===== src/rtl/multi_word_cla_pkg.sv =====
// Shared types and helpers for the multi-word adder built around the 16-bit CLA slice.
package multi_word_cla_pkg;

  typedef enum logic [1:0] {
    IDLE = 2'd0,
    RUN  = 2'd1,
    DONE = 2'd2
  } state_t;

  localparam int CHUNK_W   = 16;
  localparam int MAX_WORDS = 8;
  localparam int MAX_W     = CHUNK_W * MAX_WORDS;

  // Narrower operands are zero-extended to MAX_W by the caller.
  function automatic logic [CHUNK_W-1:0] chunk_sel(input logic [MAX_W-1:0] vec,
                                                   input int unsigned idx);
    return vec[idx*CHUNK_W +: CHUNK_W];
  endfunction

endpackage


===== src/rtl/multi_word_cla_adder_cla16.sv =====
// 16-bit carry-lookahead adder: four 4-bit CLA groups joined by a lookahead carry unit.
module CLA_16bit_withLCU (
  input  logic [15:0] in1,
  input  logic [15:0] in2,
  input  logic        c_in,
  output logic [15:0] sum,
  output logic        c_out,
  output logic        p,
  output logic        g
);

  logic [15:0] bp;
  logic [15:0] bg;
  logic [3:0]  gp;
  logic [3:0]  gg;
  logic [4:0]  gc;
  logic [15:0] c;

  always_comb begin
    bp = in1 ^ in2;
    bg = in1 & in2;
    gp = '0;
    gg = '0;
    for (int k = 0; k < 4; k++) begin
      gp[k] = &bp[4*k +: 4];
      gg[k] = bg[4*k+3]
            | (bp[4*k+3] & bg[4*k+2])
            | (bp[4*k+3] & bp[4*k+2] & bg[4*k+1])
            | ((&bp[4*k+1 +: 3]) & bg[4*k]);
    end

    // Lookahead carry unit: group carries straight from group P/G and c_in.
    gc[0] = c_in;
    gc[1] = gg[0] | (gp[0] & c_in);
    gc[2] = gg[1] | (gp[1] & gg[0]) | (gp[1] & gp[0] & c_in);
    gc[3] = gg[2] | (gp[2] & gg[1]) | (gp[2] & gp[1] & gg[0])
          | (gp[2] & gp[1] & gp[0] & c_in);
    gc[4] = gg[3] | (gp[3] & gg[2]) | (gp[3] & gp[2] & gg[1])
          | (gp[3] & gp[2] & gp[1] & gg[0]) | (gp[3] & gp[2] & gp[1] & gp[0] & c_in);

    c = '0;
    for (int k = 0; k < 4; k++) begin
      c[4*k] = gc[k];
      for (int i = 1; i < 4; i++) begin
        c[4*k+i] = bg[4*k+i-1] | (bp[4*k+i-1] & c[4*k+i-1]);
      end
    end

    sum   = bp ^ c;
    c_out = gc[4];
    p     = &gp;
    g     = gg[3] | (gp[3] & gg[2]) | (gp[3] & gp[2] & gg[1]) | (gp[3] & gp[2] & gp[1] & gg[0]);
  end

endmodule


===== src/rtl/multi_word_cla_adder.sv =====
// Wide adder feeding one 16-bit CLA slice a chunk per cycle, LSB first, carry registered between chunks.
// Optional subtract mode (sub port) is enabled by defining MULTI_WORD_CLA_SUB_EN.
module multi_word_cla_adder
  import multi_word_cla_pkg::*;
#(
  parameter  int WORDS = 4,
  localparam int IDX_W = $clog2(WORDS),
  localparam int W     = CHUNK_W * WORDS
) (
  input  logic         clk,
  input  logic         rst_n,
  input  logic         start,
  input  logic [W-1:0] in1,
  input  logic [W-1:0] in2,
  input  logic         c_in,
`ifdef MULTI_WORD_CLA_SUB_EN
  input  logic         sub,
`endif
  output logic         busy,
  output logic         done,
  output logic [W-1:0] sum,
  output logic         c_out,
  output logic         overflow
);

  state_t             state;
  state_t             state_next;
  logic   [IDX_W-1:0] idx;
  logic               carry;
  logic   [W-1:0]     op_a;
  logic   [W-1:0]     op_b;
  logic               sub_eff;
  logic               accept;
  logic               last;
  logic [CHUNK_W-1:0] slice_a;
  logic [CHUNK_W-1:0] slice_b;
  logic [CHUNK_W-1:0] slice_sum;
  logic               slice_cout;

`ifdef MULTI_WORD_CLA_SUB_EN
  assign sub_eff = sub;
`else
  assign sub_eff = 1'b0;
`endif

  assign accept  = start && ((state == IDLE) || (state == DONE));
  assign last    = (idx == IDX_W'(WORDS - 1));
  assign slice_a = chunk_sel(MAX_W'(op_a), 32'(idx));
  assign slice_b = chunk_sel(MAX_W'(op_b), 32'(idx));

  CLA_16bit_withLCU cla16_slice (
    .in1   (slice_a),
    .in2   (slice_b),
    .c_in  (carry),
    .sum   (slice_sum),
    .c_out (slice_cout),
    .p     (),
    .g     ()
  );

  always_ff @(posedge clk or negedge rst_n) begin
    if (!rst_n) state <= IDLE;
    else        state <= state_next;
  end

  always_comb begin
    state_next = state;
    unique case (state)
      IDLE:    if (start) state_next = RUN;
      RUN:     if (last)  state_next = DONE;
      DONE:    state_next = start ? RUN : IDLE;
      default: state_next = IDLE;
    endcase
  end

  always_comb begin
    busy = (state == RUN);
    done = (state == DONE);
  end

  // Subtraction is in1 + ~in2 + 1, so B is inverted at capture and overflow sees the inverted MSB.
  always_ff @(posedge clk or negedge rst_n) begin
    if (!rst_n) begin
      idx      <= '0;
      carry    <= 1'b0;
      op_a     <= '0;
      op_b     <= '0;
      sum      <= '0;
      c_out    <= 1'b0;
      overflow <= 1'b0;
    end else if (accept) begin
      op_a  <= in1;
      op_b  <= sub_eff ? ~in2 : in2;
      carry <= sub_eff ? 1'b1 : c_in;
      idx   <= '0;
    end else if (state == RUN) begin
      sum[idx*CHUNK_W +: CHUNK_W] <= slice_sum;
      carry                       <= slice_cout;
      if (last) begin
        c_out    <= slice_cout;
        overflow <= (op_a[W-1] == op_b[W-1]) && (slice_sum[CHUNK_W-1] != op_a[W-1]);
      end else begin
        idx <= idx + 1'b1;
      end
    end
  end

endmodule


===== config.mk =====
export PLATFORM = sky130hd
export DESIGN_NAME = multi_word_cla_adder
export DESIGN_NICKNAME = d
export VERILOG_FILES = /design/src/rtl/multi_word_cla_pkg.sv /design/src/rtl/multi_word_cla_adder_cla16.sv /design/src/rtl/multi_word_cla_adder.sv
export SDC_FILE = /design/constraint.sdc
export NUM_CORES = 1
export LEC_CHECK = 0
export CAP_MARGIN = 20
export CORE_MARGIN = 2
export CORE_UTILIZATION = 50
export DETAILED_ROUTE_END_ITERATION = 7
export GPL_TIMING_DRIVEN = 0
export PLACE_DENSITY = 0.79
export SYNTH_ARGS = -nofsm -noshare
export SYNTH_HDL_FRONTEND = slang
export SYNTH_HIERARCHICAL = 1
export SYNTH_SLANG_ARGS = --single-unit

===== constraint.sdc =====
create_clock -name clk -period 5 [get_ports clk]
set_input_delay 1.5 -clock clk [delete_from_list [all_inputs] [get_ports clk]]
set_output_delay 1.5 -clock clk [all_outputs]
set_load 0.005 [all_outputs]

== Yosys cells after proc, flatten, opt, wreduce, memory -nomap -nowiden ==
Cells that the tools add are included.

* Bits in registers: 199
* Bits of input ports: 132
* Output and inout bits: 68
* Logic and storage cells: 131

* $add $sub $neg: 2
* Eq/ne operators: 8
* Shift-type cells: 4
* Multiplexer cells: 10
* Bitwise gates (word level): 82
* Reduce and logical (&&, ||, !) cells: 17

{| class="wikitable"
|+ Operators with widths
! operator !! count
|-
| $shiftx A128 B7 Y16 || 2
|-
| $bwmux W64 || 1
|-
| $shift A16 B34 Y64 const A || 1
|-
| $shiftx A16 B34 Y64 || 1
|-
| $and A1 B1 Y1 || 44
|-
| $neg A6 Y34 || 1
|-
| $or A1 B1 Y1 || 34
|-
| $xor A16 B16 Y16 || 2
|-
| $and A16 B16 Y16 || 1
|-
| $reduce_and A4 Y1 || 4
|-
| $reduce_and A3 Y1 || 5
|-
| $mux W2 || 5
|-
| $pmux W2 S3 || 1
|-
| $reduce_and A2 Y1 || 3
|-
| $eq A2 B2 Y1 const B || 2
|-
| $ne A2 B2 Y1 const B || 2
|-
| $mux W1 || 3
|-
| $add A2 B1 Y2 const B || 1
|-
| $eq A2 B1 Y1 const B || 1
|-
| $logic_and A1 B1 Y1 || 2
|-
| $logic_not A2 Y1 || 1
|-
| $ne A2 B1 Y1 const B || 1
|-
| $reduce_bool A2 Y1 || 1
|-
| $eq A1 B1 Y1 || 1
|-
| 3 further kinds || 3
|}

== Longest topological paths before layout ==
* Word-level depth: 19
* Depth in mapped cells: 15
* Mapped depth without buffers: 13

== By module ==
The synthesis kept the hierarchy.

{| class="wikitable"
|+ By module, submodules not included
! module !! instances !! cells each !! area an instance (µm²) !! seq. area each (µm²)
|-
| multi_word_cla_adder || 1 || 496 || 8,190.4 || 4,979.8
|-
| CLA_16bit_withLCU || 1 || 70 || 704.4 || 0.0
|}

== Least setup slack after synthesis ==
No wires, ideal clock.

* Path type: reg-to-reg
* From: register idx[0]
* To: register overflow
* Data arrival time: 4.147 ns
* Data required time: 4.863 ns
* Path slack: 0.717 ns
* Stages on the path, launching flop included: 16
* Cells stage by stage: dfrtp_1 -> buf_6 -> buf_2 -> mux4_2 -> ha_1 -> a41oi_2 -> o221ai_2 -> a21oi_2 -> o21bai_1 -> fa_1 -> fa_1 -> fa_1 -> xor2_1 -> and3b_1 -> a21oi_1 -> o21ai_0

* Elaborated cells between the ends (all ways): 50

{| class="wikitable"
|+ RTL lines
! element !! RTL line !! RTL
|-
| start, declared || multi_word_cla_adder.sv:28 || <nowiki>logic [IDX_W-1:0] idx;</nowiki>
|-
| start signal, assigned || multi_word_cla_adder.sv:103 || <nowiki>idx <= idx + 1'b1;</nowiki>
|-
| $shiftx A128 B7 Y16 (*) || multi_word_cla_pkg.sv:17 || <nowiki>return vec[idx*CHUNK_W +: CHUNK_W];</nowiki>
|-
| named net slice_a[2] || multi_word_cla_adder.sv:35 || <nowiki>logic [CHUNK_W-1:0] slice_a;</nowiki>
|-
| $and A16 B16 Y16 / $xor A16 B16 Y16 (equally long branches) || multi_word_cla_adder_cla16.sv:21, multi_word_cla_adder_cla16.sv:20 ||
|-
| $and A1 B1 Y1 (on tied branches) || multi_word_cla_adder_cla16.sv:27, multi_word_cla_adder_cla16.sv:28 ||
|-
| $or A1 B1 Y1 / $and A1 B1 Y1 (equally long branches) || multi_word_cla_adder_cla16.sv:27, multi_word_cla_adder_cla16.sv:28 ||
|-
| $or A1 B1 Y1 || multi_word_cla_adder_cla16.sv:28 || <nowiki>| (bp[4*k+3] & bp[4*k+2] & bg[4*k+1])</nowiki>
|-
| $or A1 B1 Y1 || multi_word_cla_adder_cla16.sv:29 || <nowiki>| ((&bp[4*k+1 +: 3]) & bg[4*k]);</nowiki>
|-
| $and A1 B1 Y1 || multi_word_cla_adder_cla16.sv:36 || <nowiki>gc[3] = gg[2] | (gp[2] & gg[1]) | (gp[2] & gp[1] & gg[0])</nowiki>
|-
| [... 4 more ...] || - ||
|-
| $and A1 B1 Y1 (*) || multi_word_cla_adder_cla16.sv:45 || <nowiki>c[4*k+i] = bg[4*k+i-1] | (bp[4*k+i-1] & c[4*k+i-1]);</nowiki>
|-
| $or A1 B1 Y1 (*) || multi_word_cla_adder_cla16.sv:45 ||
|-
| $and A1 B1 Y1 (*) || multi_word_cla_adder_cla16.sv:45 ||
|-
| $or A1 B1 Y1 (*) || multi_word_cla_adder_cla16.sv:45 ||
|-
| $xor A16 B16 Y16 (*) || multi_word_cla_adder_cla16.sv:49 || <nowiki>sum = bp ^ c;</nowiki>
|-
| named net slice_sum[15] || multi_word_cla_adder.sv:37 || <nowiki>logic [CHUNK_W-1:0] slice_sum;</nowiki>
|-
| $ne A1 B1 Y1 (*) || multi_word_cla_adder.sv:101 || <nowiki>overflow <= (op_a[W-1] == op_b[W-1]) && (slice_sum[CHUNK_W-1] != op_a[W-1]);</nowiki>
|-
| $logic_and A1 B1 Y1 (*) || multi_word_cla_adder.sv:101 ||
|-
| end signal, assigned || multi_word_cla_adder.sv:101 ||
|-
| end, declared || multi_word_cla_adder.sv:23 || <nowiki>output logic overflow</nowiki>
|}

The timed path passes the listed nets; every way through them passes the cells marked *.
A chain may end at the register's enable or synchronous reset.

== Worst setup path in the final report ==
Ends and elaborated chain as after synthesis.

==> flow_metrics.py <==
metrics = {
    "pwr": {
        "p_total_uw": 8877,
        "leakage_uw": 0.005022,
        "power_density_nw_per_um2": 753.8,
        "peakVddDrop_v": 0.0004669,
    },
    "die": {
        "coreArea_um2": 17300,
        "rows": 48,
        "die_x_um": 137.2,
        "ios": 200,
        "die_y_um": 137.2,
        "die_area_um2": 18830,
        "start_util": 0.5130,
    },
    "timing": {
        "slew_headroom": 0.4964,
        "post-route-period-util": 0.9496,
        "fin_crit_ns": 4.748,
        "drv_slew": 0,
        "rsz0062_at_grt": "no",
        "skew_ns": 0.01115,
        "hold_violations": 0,
        "worst_slew_pin_slew_ns": 0.7554,
        "fmax_mhz": 210.6,
        "setup_viol": 0,
    },
    "clock_tree": {
        "cts_buffer_depth": 2,
        "cts_buffers": 17,
        "cts_tree": "done",
        "cts_max_level": 4,
        "cts.sinks": 199,
        "cts_root_buf": "clkbuf_16",
        "cts_hold_buf": 0,
        "clk_latency_ns": 0.44,
        "clk_pin_slew_ns": 0.07,
    },
    "drt": {
        "drt_iter0_markers": 246,
        "via_count": 5724,
        "firstDrtPassIters": 5,
        "ant_nets": 0,
        "wl_per_cell_um": 21.47,
        "via_per_inst": 5.612,
        "drt_wl_total_um": 21900,
        "drc": 0,
    },
    "synthesis": {
        "postSynthAreaPerCell_um2": 15.79,
        "ys_warn_count": 6,
        "syn_area_um2": 8874,
        "synth_fp_nets": 727,
        "syn_inst": 562,
    },
    "critical_path": {
        "r2r_slack_ns": 0.25,
        "required_ns": 5.30,
        "cp_slowest_cell": "mux4_2",
        "rr_startpoint": "idx[0]$_DFFE_PN0P_",
        "cp_top_family": "adder cells",
        "crit_path_start": "idx[0]$_DFFE_PN0P_",
        "crit_fanout": 10,
        "cp_common_cell": "fa_1",
        "crit_buf_inv": 2,
        "path_depth": 15,
        "reg2regPathDepth": 15,
        "r2r_end": "overflow$_DFFE_PN0P_",
        "crit_chain": "buf_6 > clkbuf_4 > mux4_2 > ha_1 > a21oi_1 > o221ai_2 > a21oi_2 > o21bai_1 > fa_1 > fa_1 > fa_1 > xor2_2 > and3b_1 > a21oi_1 > o21ai_0",
        "path_class": "register to register",
        "cp_slowest_stage_delay_ns": 0.60,
        "cp-endpoint": "overflow$_DFFE_PN0P_",
        "cp_data_arrival_time_ns": 5.05,
        "start_kind": "register",
        "end_kind": "register",
    },
    "status": {
        "status": "completed",
    },
    "placed_design": {
        "postPlaceCellArea_um2": 11180,
        "gp_congestion": 0.8352,
        "hpwl_um": 16770,
        "dp_cells": 987,
        "port-buffer-count": 199,
    },
    "grt": {
        "grt_pass1_vias": 6172,
        "grt_pass1_wl_um": 34070,
        "grt-ovfl-total": 0,
        "grt_usage": 0.2455,
        "grt_max_degree": 101,
        "antenna_found_initial": 1,
    },
    "layout": {
        "final_util": 0.6808,
        "layout-drive-gt1-share": 0.3010,
        "syn_to_final_growth_pct": 32.71,
        "design_area_um2": 11780,
        "nets": 946,
        "final_cells": 1020,
    },
    "min_path": {
        "hp-class": "register to register",
    },
    "job": {
        "maxCapViolCount": 0,
    },
}
cell type report:
class	count	area (µm²)
tap	225	281.5
clock inverter	14	138.9
inverter	15	56.30
fill	1172	5520
timing repair buffer	200	2024
buffer	33	173.9
antenna	1	2.502
clock buffer	18	439.2
multi-input combinational	315	3680
sequential	199	4980
timing repair:
item,4_1_cts,5_1_grt
cloned,0,0
endpoints found under the setup margin,1,1
buffers inserted,0,0
gates resized for setup,2,5
flip-flops by register name (all words and copies together) (netlist names):
name / flops
op_a: 64
op_b: 64
sum: 64
idx: 2
state: 2
c_out: 1
carry: 1
overflow: 1
power by group:
group          total (µW)  switching, µW  internal (µW)
Clock                1350            632            713
Combinational        4760           2440           2330
Sequential           2770            420           2350
worst min path at each step:
stage                               from                    to  cells after the start
floorplan           overflow$_DFFE_PN0P_  overflow$_DFFE_PN0P_                      2
global placement    overflow$_DFFE_PN0P_  overflow$_DFFE_PN0P_                      2
detailed placement  op_b[42]$_DFFE_PN0P_  op_b[42]$_DFFE_PN0P_                      1
CTS                 op_b[35]$_DFFE_PN0P_  op_b[35]$_DFFE_PN0P_                      1
global route        op_a[42]$_DFFE_PN0P_  op_a[42]$_DFFE_PN0P_                      1
finish              op_b[35]$_DFFE_PN0P_  op_b[35]$_DFFE_PN0P_                      1
through the flow:
step	setup slack [ns]	setup TNS (ns)	hold slack [ns]
2_1_floorplan	0.7387	0	0.4733
3_3_place_gp	-5.171	-1026.36	0.4790
3_5_place_dp	-0.1654	-0.1654	0.4914
4_1_cts	0.03262	0	0.5078
5_1_grt	0.05648	0	0.5217
6_report	0.2519	0	0.4999
cell usage in the layout, fill, tap and decap left out, drive strengths merged, types with 2 or more instances in the layout:
cell,n
nand4,2
dfrtp,199
nand3b,2
buf,21
a22o,64
nand2b,2
xnor2,2
a21o,2
mux4,32
clkinv,4
fa,12
xor2,3
ha,21
inv,21
o21ai,6
nor4b,3
nand2,10
nor2b,2
clkdlybuf4s50,198
clkinvlp,3
a21oi,8
clkbuf,32
nor2,4
mux2,129
per-layer routing:
metal,part of all wire,wire length (µm),track usage
met5,0.00050,11,0
met2,0.50,10890,0.4035
met3,0.060,1315,0.06071
met4,0.016,354,0.07446
met1,0.43,9326,0.3253
Power figures use the tool's default switching activity.
==> RTL change 1: new RTL, config.mk and constraints unchanged <==
Change the package constant `MAX_WORDS` from 8 to 16.
--- a/src/rtl/multi_word_cla_pkg.sv
+++ b/src/rtl/multi_word_cla_pkg.sv
@@ -8,7 +8,7 @@
   } state_t;
 
   localparam int CHUNK_W   = 16;
-  localparam int MAX_WORDS = 8;
+  localparam int MAX_WORDS = 16;
   localparam int MAX_W     = CHUNK_W * MAX_WORDS;
 
   // Narrower operands are zero-extended to MAX_W by the caller.
Check against the original RTL: equivalent (Yosys induction, for registers that start in step).
==> RTL change 1 against the original RTL <==
Setup slack got worse by 0.015 ns; utilization is 1.3 points lower; total power increased by 2.2%; sequential share of layout area down 0.63 points; critical path type unchanged; highest routed layer unchanged; largest cell class unchanged; area after synthesis grew 2.1%; sequential cell count unchanged; hold slack worse by 0.015 ns; wire length up 4.7%; final area rose by 1.5%.
==> RTL change 1: results (changes against the original RTL) <==
| Metric | Value |
|---|---|
| Result of the run | `complete, no violations (unchanged)` |
| Cell internal pwr | `5.34 mW (was 5.39 mW)` |
| Total GRT Usage | `24.7% (was 24.6%)` |
| Net count after synthesis | `792 (was 727)` |
| Met3 WL post-DR | `1.41 mm (was 1.32 mm)` |
| Global Route met1 Usage | `33.0% (was 32.5%)` |
| Peak supply drop | `0.437 mV (was 0.467 mV)` |
| Clock buffer count from CTS | `17 (unchanged)` |
| DP HPWL | `17.3 mm (was 16.8 mm)` |
| Placed Cells incl. Taps | `1056 (was 987)` |
| First-pass GRT wire length | `36.3 mm (was 34.1 mm)` |
| Length of routed wiring on met1 | `9.72 mm (was 9.33 mm)` |
| Number of DRC markers in iteration 0 | `366 (was 246)` |
| Headroom to the max-slew limit | `49.4% (was 49.6%)` |
| RePlAce Congestion | `0.840 (was 0.835)` |
| P_comb | `5.07 mW (was 4.76 mW)` |
| Mapped Cells | `627 (was 562)` |
| Metal2 WL | `11.1 mm (was 10.9 mm)` |
| Highest net fanout along the worst path | `10 (unchanged)` |
| N_diodes | `0 (was 1)` |
| Share of post-route cells with drive strength above 1 | `19.8% (was 30.1%)` |
| Number of nets in the final layout | `1012 (was 946)` |
| Met3 Use GR | `5.63% (was 6.07%)` |
| Antenna violations before repair | `1 (unchanged)` |
| Post-route non-filler standard cell count | `1089 (was 1020)` |
| Number of global-route vias before repair | `6439 (was 6172)` |
| Leakage | `5.04 nW (was 5.02 nW)` |
| Post-route setup TNS | `0 ns (unchanged)` |
| Worst-case clock skew | `0.00750 ns (was 0.0112 ns)` |
| Clock transition time at the flip-flop clock pins of the worst setup and hold paths | `0.07 ns (about the same)` |
| Critical Path AT | `5.07 ns (was 5.05 ns)` |
| Placeable core region | `17900 sq um (was 17300 sq um)` |
| DP Worst Slack | `-0.445 ns (was -0.165 ns)` |
| Instance area after placement | `11400 sq um (was 11200 sq um)` |
| Vias after detailed routing | `6085 (was 5724)` |
| Drt total wl | `22.9 mm (was 21.9 mm)` |
| GR met2 Demand/Resource | `40.2% (was 40.4%)` |
| Worst path max stage delay | `0.62 ns (was 0.60 ns)` |
| Net Sw Power | `3.74 mW (was 3.49 mW)` |
[RTL change 1: final timing paths]
check | start | to | slack (ns) | cells past startpoint
worst max-delay path | idx[0] | overflow | 0.24 | 15
worst min register to register | op_a[32] | op_a[32] | 0.49 | 1
worst min-delay path | op_a[32] | op_a[32] | 0.49 | 1
min in group asynchronous | rst_n | sum[1] | 1.08 | 1
worst max register to register | idx[0] | overflow | 0.24 | 15
max in group asynchronous | rst_n | op_b[41] | 2.99 | 2
[RTL change 1: cell type report]
type	count	area [sq um]
well taps	229	287
fillers	1292	5950
clock inverters	12	78.8
clock buffers	20	457
inverters	15	56.3
flip-flops and latches	199	4980
plain buffers	36	253
multi-input cells	377	3810
repair buffers	201	2030
[RTL change 1: timing repair]
action,CTS,global route
pin swaps,0,0
setup buffers,0,1
endpoints found under the setup margin,7,1
resized for setup,6,7
==> RTL change 2: new RTL, same flow settings <==
Without the edit above. Encoding of `state_t`: now one-hot (3 bits for 3 states).
--- a/src/rtl/multi_word_cla_pkg.sv
+++ b/src/rtl/multi_word_cla_pkg.sv
@@ -1,10 +1,10 @@
 // Shared types and helpers for the multi-word adder built around the 16-bit CLA slice.
 package multi_word_cla_pkg;
 
-  typedef enum logic [1:0] {
-    IDLE = 2'd0,
-    RUN  = 2'd1,
-    DONE = 2'd2
+  typedef enum logic [2:0] {
+    IDLE = 3'b001,
+    RUN  = 3'b010,
+    DONE = 3'b100
   } state_t;
 
   localparam int CHUNK_W   = 16;
Behaviour: no difference found for any inputs over 4 cycles, from zero or initial values and one cycle with rst_n low; so few cycles prove little.
==> RTL change 2 against the original RTL <==
Synthesized cell count grew 18%; setup slack better by 0.070 ns; total power fell by 2.2%; wire length increased by 4.5%; final area rose by 3.1%; area after synthesis rose by 3.4%; sequential share of layout area decreased by 1.0 points; sequential cell count up 1; critical endpoint is now sum[43].
==> RTL change 2: results (changes against the original RTL) <==
| Metric | Value |
|---|---|
| DP Worst Slack | `-0.229 ns (was -0.165 ns)` |
| # fillers | `1345 (was 1172)` |
| Pin count of the biggest net entering global routing | `106 (was 101)` |
| Count of buffers not belonging to the clock network in the layout | `243 (was 233)` |
| Tap cells | `229 (was 225)` |
| Drt total wl | `22.9 mm (was 21.9 mm)` |
| Number of global-route vias before repair | `6376 (was 6172)` |
| Setup slack of the most critical reg-to-reg path | `0.32 ns (was 0.25 ns)` |
| Share of the core filled with cells in the final layout | `67.6% (was 68.1%)` |
| Number of nets in the final layout | `1051 (was 946)` |
| Net count after synthesis | `830 (was 727)` |
| Count of multi-input gates | `410 (was 315)` |
| Critical Path AT | `5.03 ns (was 5.05 ns)` |
| Min-Delay Endpoint | `sum[10] (was op_b[35])` |
| Worst Min Path Start | `sum[10] (was op_b[35])` |
| Total GRT Usage | `24.3% (was 24.6%)` |
| R2R depth | `14 (was 15)` |
| Clk sinks | `200 (was 199)` |
| RePlAce Congestion | `0.840 (was 0.835)` |
| Cell internal pwr | `5.10 mW (was 5.39 mW)` |
| Instance area after placement | `11500 sq um (was 11200 sq um)` |
| Clock share of power | `16.2% (was 15.2%)` |
| Worst hold margin | `0.483 ns (was 0.500 ns)` |
| Peak supply drop | `0.620 mV (was 0.467 mV)` |
| Antenna violations before repair | `0 (was 1)` |
| Share of post-route cells with drive strength above 1 | `19.4% (was 30.1%)` |
| Power Dens Cells | `715 nW/um^2 (was 754 nW/um^2)` |
| Proportion of final cell area spent on non-clock buffers | `18.8% (was 18.7%)` |
| Detailed-router iteration count before antenna repair | `4 (was 5)` |
| Termination of the worst setup path | `sum[43] (was overflow)` |
| Mapped Cells | `665 (was 562)` |
| Result of the run | `complete, no violations (unchanged)` |
| Leakage | `5.15 nW (was 5.02 nW)` |
| Reported sequential group power | `2.56 mW (was 2.77 mW)` |
| Top achievable clock speed | `214 MHz (was 211 MHz)` |
| Multi-input logic portion of the cell area | `32.2% (was 31.2%)` |
| DP HPWL | `17.3 mm (was 16.8 mm)` |
RTL change 2: critical path: stages (launching register included):
cell	delay, ns
sky130_fd_sc_hd__dfrtp_1	0.41
sky130_fd_sc_hd__clkbuf_4	0.29
sky130_fd_sc_hd__buf_4	0.28
sky130_fd_sc_hd__mux4_2	0.59
sky130_fd_sc_hd__ha_1	0.37
sky130_fd_sc_hd__a21oi_1	0.21
sky130_fd_sc_hd__o221ai_2	0.14
sky130_fd_sc_hd__a21oi_2	0.19
sky130_fd_sc_hd__inv_1	0.07
sky130_fd_sc_hd__fa_1	0.39
sky130_fd_sc_hd__fa_1	0.41
sky130_fd_sc_hd__fa_1	0.40
sky130_fd_sc_hd__xor2_1	0.55
sky130_fd_sc_hd__nand2_1	0.09
sky130_fd_sc_hd__o21ai_0	0.19
RTL change 2: metal layers:
layer	routed length [microns]	global-route usage, %
met1	9660	33.1
met2	11100	39.2
met3	1690	5.88
met4	434	7.76
met5	0	0
